<file path="config.mk">
export PLATFORM = sky130hd
export DESIGN_NAME = fetch_ctrl_seq
export DESIGN_NICKNAME = d
export VERILOG_FILES = /design/src/rtl/fetch_ctrl_seq.sv
export SDC_FILE = /design/constraint.sdc
export NUM_CORES = 1
export LEC_CHECK = 0
export CORE_MARGIN = 2
export CORE_UTILIZATION = 28
export DETAILED_ROUTE_END_ITERATION = 16
export GPL_ROUTABILITY_DRIVEN = 0
export MAX_ROUTING_LAYER = met4
export PLACE_DENSITY_LB_ADDON = 0.15
export SYNTH_ARGS = -nofsm -noshare
export SYNTH_HDL_FRONTEND = slang
export SYNTH_SLANG_ARGS = --single-unit
export TNS_END_PERCENT = 100
</file>
<file path="constraint.sdc">
create_clock -name clock -period 4.9 [get_ports clock]
set_input_delay 0.98 -clock clock [delete_from_list [all_inputs] [get_ports clock]]
set_output_delay 0.98 -clock clock [all_outputs]
set_load 0.005 [all_outputs]
</file>
<file path="src/rtl/fetch_ctrl_seq.sv">
// Instruction fetch and control sequencer: owns the PC, fetches over a req/valid
// handshake, and decodes OP/OP-IMM words into datapath control with a one-cycle wEn.
module fetch_ctrl_seq #(
   parameter int                    ADDR_WIDTH = 16,
   parameter logic [ADDR_WIDTH-1:0] RESET_PC   = '0
) (
   input  logic                  clock,
   input  logic                  reset,
   output logic                  imem_req,
   output logic [ADDR_WIDTH-1:0] imem_addr,
   input  logic [31:0]           imem_rdata,
   input  logic                  imem_valid,
   input  logic                  stall,
   output logic [31:0]           instruction,
   output logic [5:0]            ALU_Control,
   output logic                  op_B_sel,
   output logic                  wEn,
   output logic [ADDR_WIDTH-1:0] pc,
   output logic                  illegal,
   output logic                  halted,
   output logic [31:0]           retired
);

   localparam logic [ADDR_WIDTH-1:0] PC_STEP = ADDR_WIDTH'(4);

   typedef enum logic [1:0] {
      IDLE  = 2'd0,
      FETCH = 2'd1,
      EXEC  = 2'd2,
      HALT  = 2'd3
   } state_t;

   state_t      state_r;
   logic        legal_s;
   logic        wen_s;
   logic        opb_s;
   logic [5:0]  alu_s;
   logic        capture_s;
   logic [2:0]  funct3_s;
   logic [6:0]  funct7_s;

   assign funct3_s  = imem_rdata[14:12];
   assign funct7_s  = imem_rdata[31:25];
   assign capture_s = imem_req & imem_valid;
   assign imem_addr = pc;

   // Decode the word on the read bus so it can be latched on the capture edge
   always_comb begin
      legal_s = 1'b0;
      opb_s   = 1'b0;
      alu_s   = 6'd0;
      case (imem_rdata[6:0])
         7'b0010011: begin
            legal_s = 1'b1;
            opb_s   = 1'b1;
            alu_s   = {2'b00, (funct3_s == 3'b101) & imem_rdata[30], funct3_s};
         end
         7'b0110011: begin
            opb_s = 1'b0;
            alu_s = {2'b00, imem_rdata[30], funct3_s};
            if (funct7_s == 7'b0000000) begin
               legal_s = 1'b1;
            end else if (funct7_s == 7'b0100000) begin
               legal_s = (funct3_s == 3'b000) | (funct3_s == 3'b101);
            end else begin
               legal_s = 1'b0;
            end
         end
         default: begin
            legal_s = 1'b0;
         end
      endcase
      wen_s = legal_s & (imem_rdata[11:7] != 5'd0);
   end

   // Sequencer FSM; every output is a register updated here
   always_ff @(posedge clock or negedge reset) begin
      if (!reset) begin
         state_r     <= IDLE;
         pc          <= RESET_PC;
         imem_req    <= 1'b0;
         instruction <= 32'd0;
         ALU_Control <= 6'd0;
         op_B_sel    <= 1'b0;
         wEn         <= 1'b0;
         illegal     <= 1'b0;
         halted      <= 1'b0;
         retired     <= 32'd0;
      end else begin
         case (state_r)
            IDLE: begin
               state_r  <= FETCH;
               imem_req <= ~stall;
            end
            FETCH: begin
               if (capture_s) begin
                  instruction <= imem_rdata;
                  imem_req    <= 1'b0;
                  // An all-zero word parks the sequencer without touching the decode outputs
                  if (imem_rdata == 32'd0) begin
                     state_r <= HALT;
                     halted  <= 1'b1;
                  end else begin
                     state_r     <= EXEC;
                     ALU_Control <= alu_s;
                     op_B_sel    <= opb_s;
                     wEn         <= wen_s;
                     illegal     <= illegal | ~legal_s;
                  end
               end else begin
                  imem_req <= ~stall;
               end
            end
            EXEC: begin
               state_r  <= FETCH;
               wEn      <= 1'b0;
               pc       <= pc + PC_STEP;
               imem_req <= ~stall;
               if (wEn) begin
                  retired <= retired + 32'd1;
               end else begin
                  retired <= retired;
               end
            end
            HALT: begin
               imem_req <= 1'b0;
               wEn      <= 1'b0;
               halted   <= 1'b1;
            end
            default: begin
               state_r  <= IDLE;
               imem_req <= 1'b0;
               wEn      <= 1'b0;
            end
         endcase
      end
   end

endmodule

</file>
======== Word level (Yosys, flattened, before mapping) ========
Cells that the tools add are included.
cells by class
  add/sub/neg operators ................... 2
  equality and inequality tests ........... 10
  muxes and demuxes ....................... 16
  bitwise gates (word level) .............. 8
  reductions and logical operators ........ 16
operator list
  kind                                                                    count
  32-bit by 1-bit adder with 32-bit output (second input constant)        1
  32-bit zero test                                                        1
  16-bit by 3-bit adder with 16-bit output (second input constant)        1
  7-bit by 6-bit equality test with 1-bit output (second input constant)  2
  1-bit 2-to-1 mux                                                        9
  3-bit AND reduction                                                     3
  4-bit case mux with 2 select lines                                      1
  7-bit by 5-bit equality test with 1-bit output (second input constant)  1
  7-bit zero test                                                         1
  2-bit != test (second input constant)                                   3
  1-bit case mux with 2 select lines                                      3
  2-bit AND reduction                                                     3
  2-bit nonzero test                                                      3
  5-bit nonzero test                                                      1
  2-bit equality test (second input constant)                             2
  2-bit case mux with 2 select lines                                      1
  2-bit OR reduction                                                      2
  1-bit AND                                                               3
  3-bit equality test (second input constant)                             1
  3-bit zero test                                                         1
  1-bit inverter                                                          3
  1-bit case mux with 3 select lines                                      1
  2-bit by 1-bit equality test with 1-bit output (second input constant)  1
  2-bit zero test                                                         1
  2 further kinds                                                         3
word-level totals
  bits in registers ....................... 93
  input port bits ......................... 36

======== Depth between registers and ports, before layout ========
Gate-level depths: netlist of run 1.
  depth after elaboration ................. 9
  gate-level depth with buffers ........... 6
  gate-level depth less buffers ........... 5

======== Worst setup path before layout of run 1 ========
OpenSTA, ideal clock, no wires.
  path type ............................... input to register
  start point ............................. input imem_rdata[3]
  end point ............................... register op_B_sel
  arrival time ............................ 2205 ps
  setup slack ............................. 2570 ps
  cell stages on the path ................. 6
  buffers on the path ..................... 1
  cell sequence ........................... nor4_1 > nand3_1 > nor4_1 > buf_2 > nor2_1 > mux2_2
on the way
  longest elaborated chain between the ends .. 3
  elaborated cells between the ends (all ways) .. 5
RTL lines
  element                        line  text
  start, declared                11    input logic [31:0] imem_rdata,
  32-bit zero test               100   if (imem_rdata == 32'd0) begin
  1-bit inverter (no line)       n/a
  3-bit AND reduction (no line)  n/a
  end signal, assigned           106   op_B_sel <= opb_s;
  end, declared                  16    output logic op_B_sel,
Several ways; a longest one is shown, not always the timed one.
A chain may end at the register's enable or synchronous reset.

======== Final worst setup path of run 1 ========
  start point ............................. input imem_rdata[4]
  end point ............................... register wEn
on the way
  longest elaborated chain between the ends .. 6
  elaborated cells between the ends (all ways) .. 10
RTL lines
  element                                                                                                           line  text
  7-bit by 6-bit equality test with 1-bit output or 7-bit by 5-bit equality test with 1-bit output (tied branches)  52    case (imem_rdata[6:0])
  1-bit case mux with 2 select lines                                                                                52
  1-bit AND                                                                                                         73    wen_s = legal_s & (imem_rdata[11:7] != 5'd0);
  1-bit 2-to-1 mux                                                                                                  100
  1-bit 2-to-1 mux                                                                                                  96    if (capture_s) begin
  1-bit case mux with 2 select lines                                                                                90    case (state_r)
  end signal, assigned                                                                                              107   wEn <= wen_s;
  end, declared                                                                                                     17    output logic wEn,
Several ways; a longest one is shown, not always the timed one. The select of a mux whose other input is x is not followed.

==> impl_metrics.csv, run 1 <==
group,metric,value,unit
routing,ant_nets,0,
sta,finalCriticalPeriod,2.63,ns
finish,ff_latch_area,0.00223,sq mm
global_route,grt_pass1_vias,3064,
pwr,total_leakage_power,2.34,nW
critical_path,slowest_delay,0.61,ns
synth,yosysSeqAreaShare,0.565,
synth,yosysTopAreaCellShare,0.565,
clock_tree,cts_max_level,3,
die,coreArea,0.0138,sq mm
synth,ys_top_cells_by_area,"dfrtp_1, mux2_2, xnor2_1",
status,status,"complete, no violations",
die,rows,43,
global_route,overflow,0,
synth,yosys.area.top_type,"dfrtp_1",
finish,nNetsFinal,496,
die,die_y,123,um
synth,netlist_area,0.00394,sq mm
routing,viasPerCell,4.60,
critical_path,worst_ep_arrival_time,2.92,ns
finish,fillers,1361,
synth,synth_edf_count,0,
die,dieArea,0.0151,sq mm
critical_path,crit_family,"simple AND/OR/NAND/NOR gates",
clock_tree,clock-sinks,89,
routing,drtIter0Drc,124,
sta,rsz0062_at_grt,"no",
synth,syn_area_per_cell,12.0,sq um
sta,fin_crit_sh,0.536,
critical_path,path_buf_inv,1,
global_route,grt_pass1_wl,15.6,mm
placement,dp_hpwl,6.92,mm
die,die_w,123,um
finish,area_growth,43.9,%
pwr,p_per_area,386,mW/mm^2
pwr,design_power_total,2.19,mW
synth,yosysMostFrequentCell,"dfrtp_1",
critical_path,critPathSlowestCell,"nor4_1",
job,drv_cap,0,
critical_path,worstSetupEndpointType,"flip-flop",
clock_tree,clockBufferDepth,2,
die,start_util,0.285,
clock_tree,cts.clk_slew.worst_paths,0.07,ns
routing,firstDrtPassIters,6,
finish,multi_input_area,0.00155,sq mm
critical_path,worstSetupStartpointType,"input port",
clock_tree,root_buffer,"clkbuf_16",
critical_path,cp.required,5.19,ns
global_route,grt_max_degree,57,
synth,synth_warnings,0,
sta,finalSetupViolations,0,
die,io_pins,143,
critical_path,path_class,"input port to flip-flop",
synth,synth_ff_type,"dfrtp_1",
synth,ys_ff_latch,89,
clock_tree,cts_setup_buffers,0,
sta,worstMarginPinSlew,0.786,ns
clock_tree,cts_buffers,9,
finish,final_cells,643,
sta,final.setup.tns,0,ns
routing,drcViolationCount,0,
routing,routed_wirelength,9.52,mm
sta,max-slew-margin-rel,0.471,
sta,skew,0.00751,ns
synth,async_flop_share,1.00,
clock_tree,ctsResizeCount,0,
sta,slew_violations,0,
routing,wire_per_inst,14.8,um
pwr,vdd_drop_max,299,uV
placement,dp.cells,627,
sta,clock.fmax,380,MHz
routing,num_vias,2955,
placement,numPortBuffers,136,
synth,synthTopCellsByCount,"dfrtp_1, mux2_2, xnor2_1, nand2_1, nor2_1",
global_route,antenna_found_initial,0,
synth,synth.distinct_cells,39,
finish,n_antenna_cell,0,
clock_tree,tritoncts,"done",
sta,hold_viol_final,0,
global_route,grt_usage,0.140,
synth,syn_inst,329,
critical_path,cp_cell_sequence,"clkdlybuf4s50_1, nand3_1, nor4_1, a31oi_1, a211oi_1, mux2_2",
finish,drive_gt1_frac,0.136,
critical_path,worst-path-max-fanout,5,
clock_tree,holdBufCountCts,0,
min_path,hp-class,"flip-flop to flip-flop",
clock_tree,clock_latency,0.35,ns
[cells by family (layout without fill, tap and decap cells)]
kind of cell | after synthesis | in the layout | synth area share
fa+ha+maj | 2 | 2 | 0.00634
flops | 89 | 89 | 0.565
other cells | 1 | 6 | 0.000951
mux | 36 | 36 | 0.103
buf+inv | 30 | 159 | 0.0479
xor+xnor | 45 | 45 | 0.0999
simple gates | 111 | 111 | 0.154
compound gates | 15 | 15 | 0.0238
[sequential cells by signal, indices dropped and copies added, names as in the netlist]
signal / cells
wEn: 1
ALU_Control: 4
instruction: 32
state_r: 2
retired: 32
imem_addr: 14
halted: 1
imem_req: 1
illegal: 1
op_B_sel: 1
[placed cells by master (no fill, tap or decap), types with 2 or more instances in the layout]
cell type | Yosys | final
nor2b_1 | 2 | 2
nor4_1 | 8 | 8
inv_1 | 4 | 4
clkbuf_16 | 0 | 9
nand2b_1 | 2 | 2
nor2_1 | 21 | 21
clkinv_2 | 0 | 2
conb_1 | 1 | 6
ha_1 | 2 | 2
nand3_1 | 19 | 19
nor3_1 | 5 | 5
o31ai_1 | 4 | 4
and4_1 | 3 | 3
xnor2_1 | 35 | 35
clkdlybuf4s50_1 | 0 | 135
mux2_2 | 36 | 36
nand2_1 | 25 | 25
nand4b_1 | 2 | 2
and3_1 | 3 | 3
buf_4 | 20 | 4
o21ai_0 | 6 | 6
nand4_1 | 11 | 11
dfrtp_1 | 89 | 89
xor2_1 | 10 | 10
clkinvlp_4 | 0 | 2
[report_power, final]
group / leakage (nW) / total, mW / switching (mW) / internal, mW
sequential: 1.17 / 0.974 / 0.0902 / 0.884
clock: 0.135 / 0.666 / 0.307 / 0.359
combinational: 1.04 / 0.554 / 0.161 / 0.393
[per-layer routing]
metal  part of all wire  GRT usage  routed length, um
met2               0.48      0.221               4610
met5                  0          -                  0
met1               0.42      0.163               4040
met3              0.080     0.0586                757
met4              0.013     0.0431                121
[through the flow]
stage                      util  setup WS [ns]  cell area (sq um)  hold WS, ns
after floorplan               -           2.57               3960        0.451
after global placement    0.390           1.81               5400        0.441
after detailed placement  0.390           1.87               5400        0.444
after CTS                 0.411           2.24               5680        0.469
after global routing      0.411           2.01               5680        0.480
final                     0.411           2.27               5680        0.466
[worst paths after layout]
kind,slack (ns),cells after the start,startpoint,to
worst max-delay path,2.27,6,imem_rdata[4],wEn
worst min-delay path,0.47,1,illegal,illegal
worst max register to register,2.80,5,state_r[1],retired[31]
worst min register to register,0.47,1,illegal,illegal
max in group asynchronous,3.24,2,reset,instruction[8]
min in group asynchronous,0.68,1,reset,imem_addr[6]
[final cells by class]
cell class / count / area share
clock buffer: 10 / 0.0421
clock inverter: 6 / 0.00749
inverter: 4 / 0.00264
multi-input combinational: 215 / 0.272
sequential: 89 / 0.392
tap: 180 / 0.0397
timing repair buffer: 139 / 0.243
[worst reg2reg max path, stage by stage, from the launching register on]
cell,delay [ns]
dfrtp_1,0.46
and4b_2,0.33
nand4_2,0.21
nor4_2,0.46
or3b_1,0.41
xnor2_1,0.13
No activity file was read; power rests on OpenSTA's default activity.
==> inputs of run 2 (changes only) <==
Clock period 4.9 ns to 2.4 ns, I/O delays scaled along.
==> run 2 against run 1 <==
Effect of this change:
- clock-buffer cell count grew 1
- global-route usage is 0.73 points lower
- via count decreased by 0.71%
- sequential share of layout area is 1.0 points lower
- clock skew grew 0.0030 ns
- worst hold slack worse by 0.42 ns
- non-clock buffer count up 16
- cell count up 2.5%
- first-iteration DRC count increased by 5.6%
- critical path depth rose by 1
- combinational power up 110%
- worst setup slack got worse by 2.1 ns
- critical endpoint unchanged
- largest cell class unchanged
==> impl_metrics.csv, run 2 (synthesis results as in run 1) <==
group,metric,value,unit
sta,rsz0062_at_grt,"no",
finish,n_antenna_cell,0,
die,die_w,123,um
clock_tree,cts_setup_buffers,0,
clock_tree,root_buffer,"clkbuf_16",
critical_path,critPathSlowestCell,"nor4_1",
clock_tree,ctsResizeCount,0,
critical_path,worstSetupEndpointType,"flip-flop",
routing,routed_wirelength,9.27,mm
routing,drcViolationCount,0,
finish,area_growth,47.9,%
clock_tree,cts.clk_slew.worst_paths,0.06,ns
pwr,total_leakage_power,2.44,nW
critical_path,worst-path-max-fanout,3,
routing,drtIter0Drc,131,
critical_path,cp_cell_sequence,"clkdlybuf4s50_1, nor4_1, nand3_1, nor4_1, buf_4, nand2b_1, mux2_2",
die,rows,43,
pwr,p_sw,1.13,mW
sta,hold_viol_final,0,
clock_tree,tritoncts,"done",
sta,slew_violations,0,
global_route,grt_pass1_wl,14.7,mm
global_route,antenna_found_initial,0,
routing,wire_per_inst,14.1,um
die,coreArea,0.0138,sq mm
pwr,combPwrFrac,0.251,
pwr,vdd_drop_max,424,uV
pwr,p_int,3.46,mW
finish,final_cell_area,0.00583,sq mm
placement,dp_hpwl,7.12,mm
pwr,clockPowerShare,0.315,
sta,finalSetupViolations,0,
critical_path,slowest_delay,0.48,ns
clock_tree,cts_buffers,9,
placement,numPortBuffers,136,
critical_path,worst_path_most_repeated_cell,"nor4_1",
clock_tree,clock_latency,0.35,ns
min_path,hp-class,"input port to asynchronous set/reset pin",
clock_tree,cts_max_level,3,
clock_tree,holdBufCountCts,0,
finish,fillers,1332,
finish,nNetsFinal,512,
clock_tree,clock-sinks,89,
sta,finalCriticalPeriod,2.20,ns
die,dieArea,0.0151,sq mm
critical_path,cp.required,2.63,ns
routing,num_vias,2934,
sta,clock.fmax,454,MHz
finish,final_common_cell,"clkdlybuf4s50_1",
die,die_y,123,um
global_route,overflow,0,
routing,viasPerCell,4.45,
clock_tree,clockBufferDepth,2,
pwr,p_per_area,787,mW/mm^2
critical_path,worst_ep_arrival_time,2.43,ns
finish,final_cell_mix,"clkdlybuf4s50_1, dfrtp_1, mux2_2",
job,drv_cap,0,
status,status,"complete, no violations",
global_route,grt_max_degree,46,
routing,ant_nets,0,
die,start_util,0.285,
placement,dpl_cell_area,0.00553,sq mm
sta,fin_crit_sh,0.917,
critical_path,worstSetupStartpointType,"input port",
die,io_pins,143,
routing,firstDrtPassIters,4,
pwr,seqPwrFrac,0.434,
finish,drive_gt1_frac,0.163,
global_route,grt_usage,0.133,
pwr,p_sw_frac,0.245,
global_route,grt_pass1_vias,2928,
sta,skew,0.0105,ns
sta,whs,0.0466,ns
critical_path,path_class,"input port to flip-flop",
-- run 2: cell count changes in the layout (fill, tap and decap cells not counted), sizes merged --
cell	previous run	this run
buf	4	20
bufinv	0	1
clkbuf	10	11
clkinv	3	2
clkinvlp	2	0
inv	5	6
-- run 2: critical path: cells and delay by family --
family                 cells  cell delay, ns
buffers and inverters      2            0.60
multiplexers               1            0.32
AND/OR/NAND/NOR            4            1.03
-- run 2: per-layer routing --
metal | track usage | routed length, um | up-vias
met1 | 0.159 | 4080 | 1396
met2 | 0.201 | 4290 | 113
met4 | 0.0647 | 194 | 0
met3 | 0.0423 | 707 | 13
li1 | - | - | 1412
met5 | - | 0 | -
-- run 2: path summary, 6_finish.rpt --
check / endpoint / from / slack [ns] / cells past startpoint
max: wEn / imem_rdata[3] / 0.20 / 7
min: imem_addr[15] / reset / 0.05 / 1
max reg2reg: retired[31] / retired[5] / 0.37 / 5
min reg2reg: halted / halted / 0.47 / 1
max in group asynchronous: instruction[2] / reset / 1.77 / 2
min in group clock: halted / halted / 0.47 / 1
-- run 2: power by group through the flow --
stage	Sequential [mW]	Combinational (mW)	Clock (mW)
after floorplan	2.02	0.350	0
after global placement	2.01	1.18	0
after detailed placement	2.02	1.17	0
after CTS	2.00	1.18	1.50
after global routing	2.03	1.26	1.55
final	1.99	1.15	1.44
-- run 2: final cells by class --
cell class | count | area (sq um) | area share
Sequential cell | 89 | 2230 | 0.382
Multi-Input combinational cell | 215 | 1550 | 0.265
Timing Repair Buffer | 155 | 1510 | 0.260
Clock buffer | 11 | 243 | 0.0416
Tap cell | 180 | 225 | 0.0386
Clock inverter | 5 | 61.3 | 0.0105
Inverter | 4 | 15.0 | 0.00257
-- run 2: per-stage QoR --
step                total power [mW]  std cells  TNS, ns  worst slack (ns)  utilization
floorplan                       2.37        334        0             0.544            -
global placement                3.19        643   -0.677            -0.215        0.400
CTS                             4.67        659        0             0.195        0.422
detailed placement              3.19        643   -0.418            -0.176        0.400
global route                    4.85        659        0            0.0371        0.422
finish                          4.59        659        0             0.198        0.422
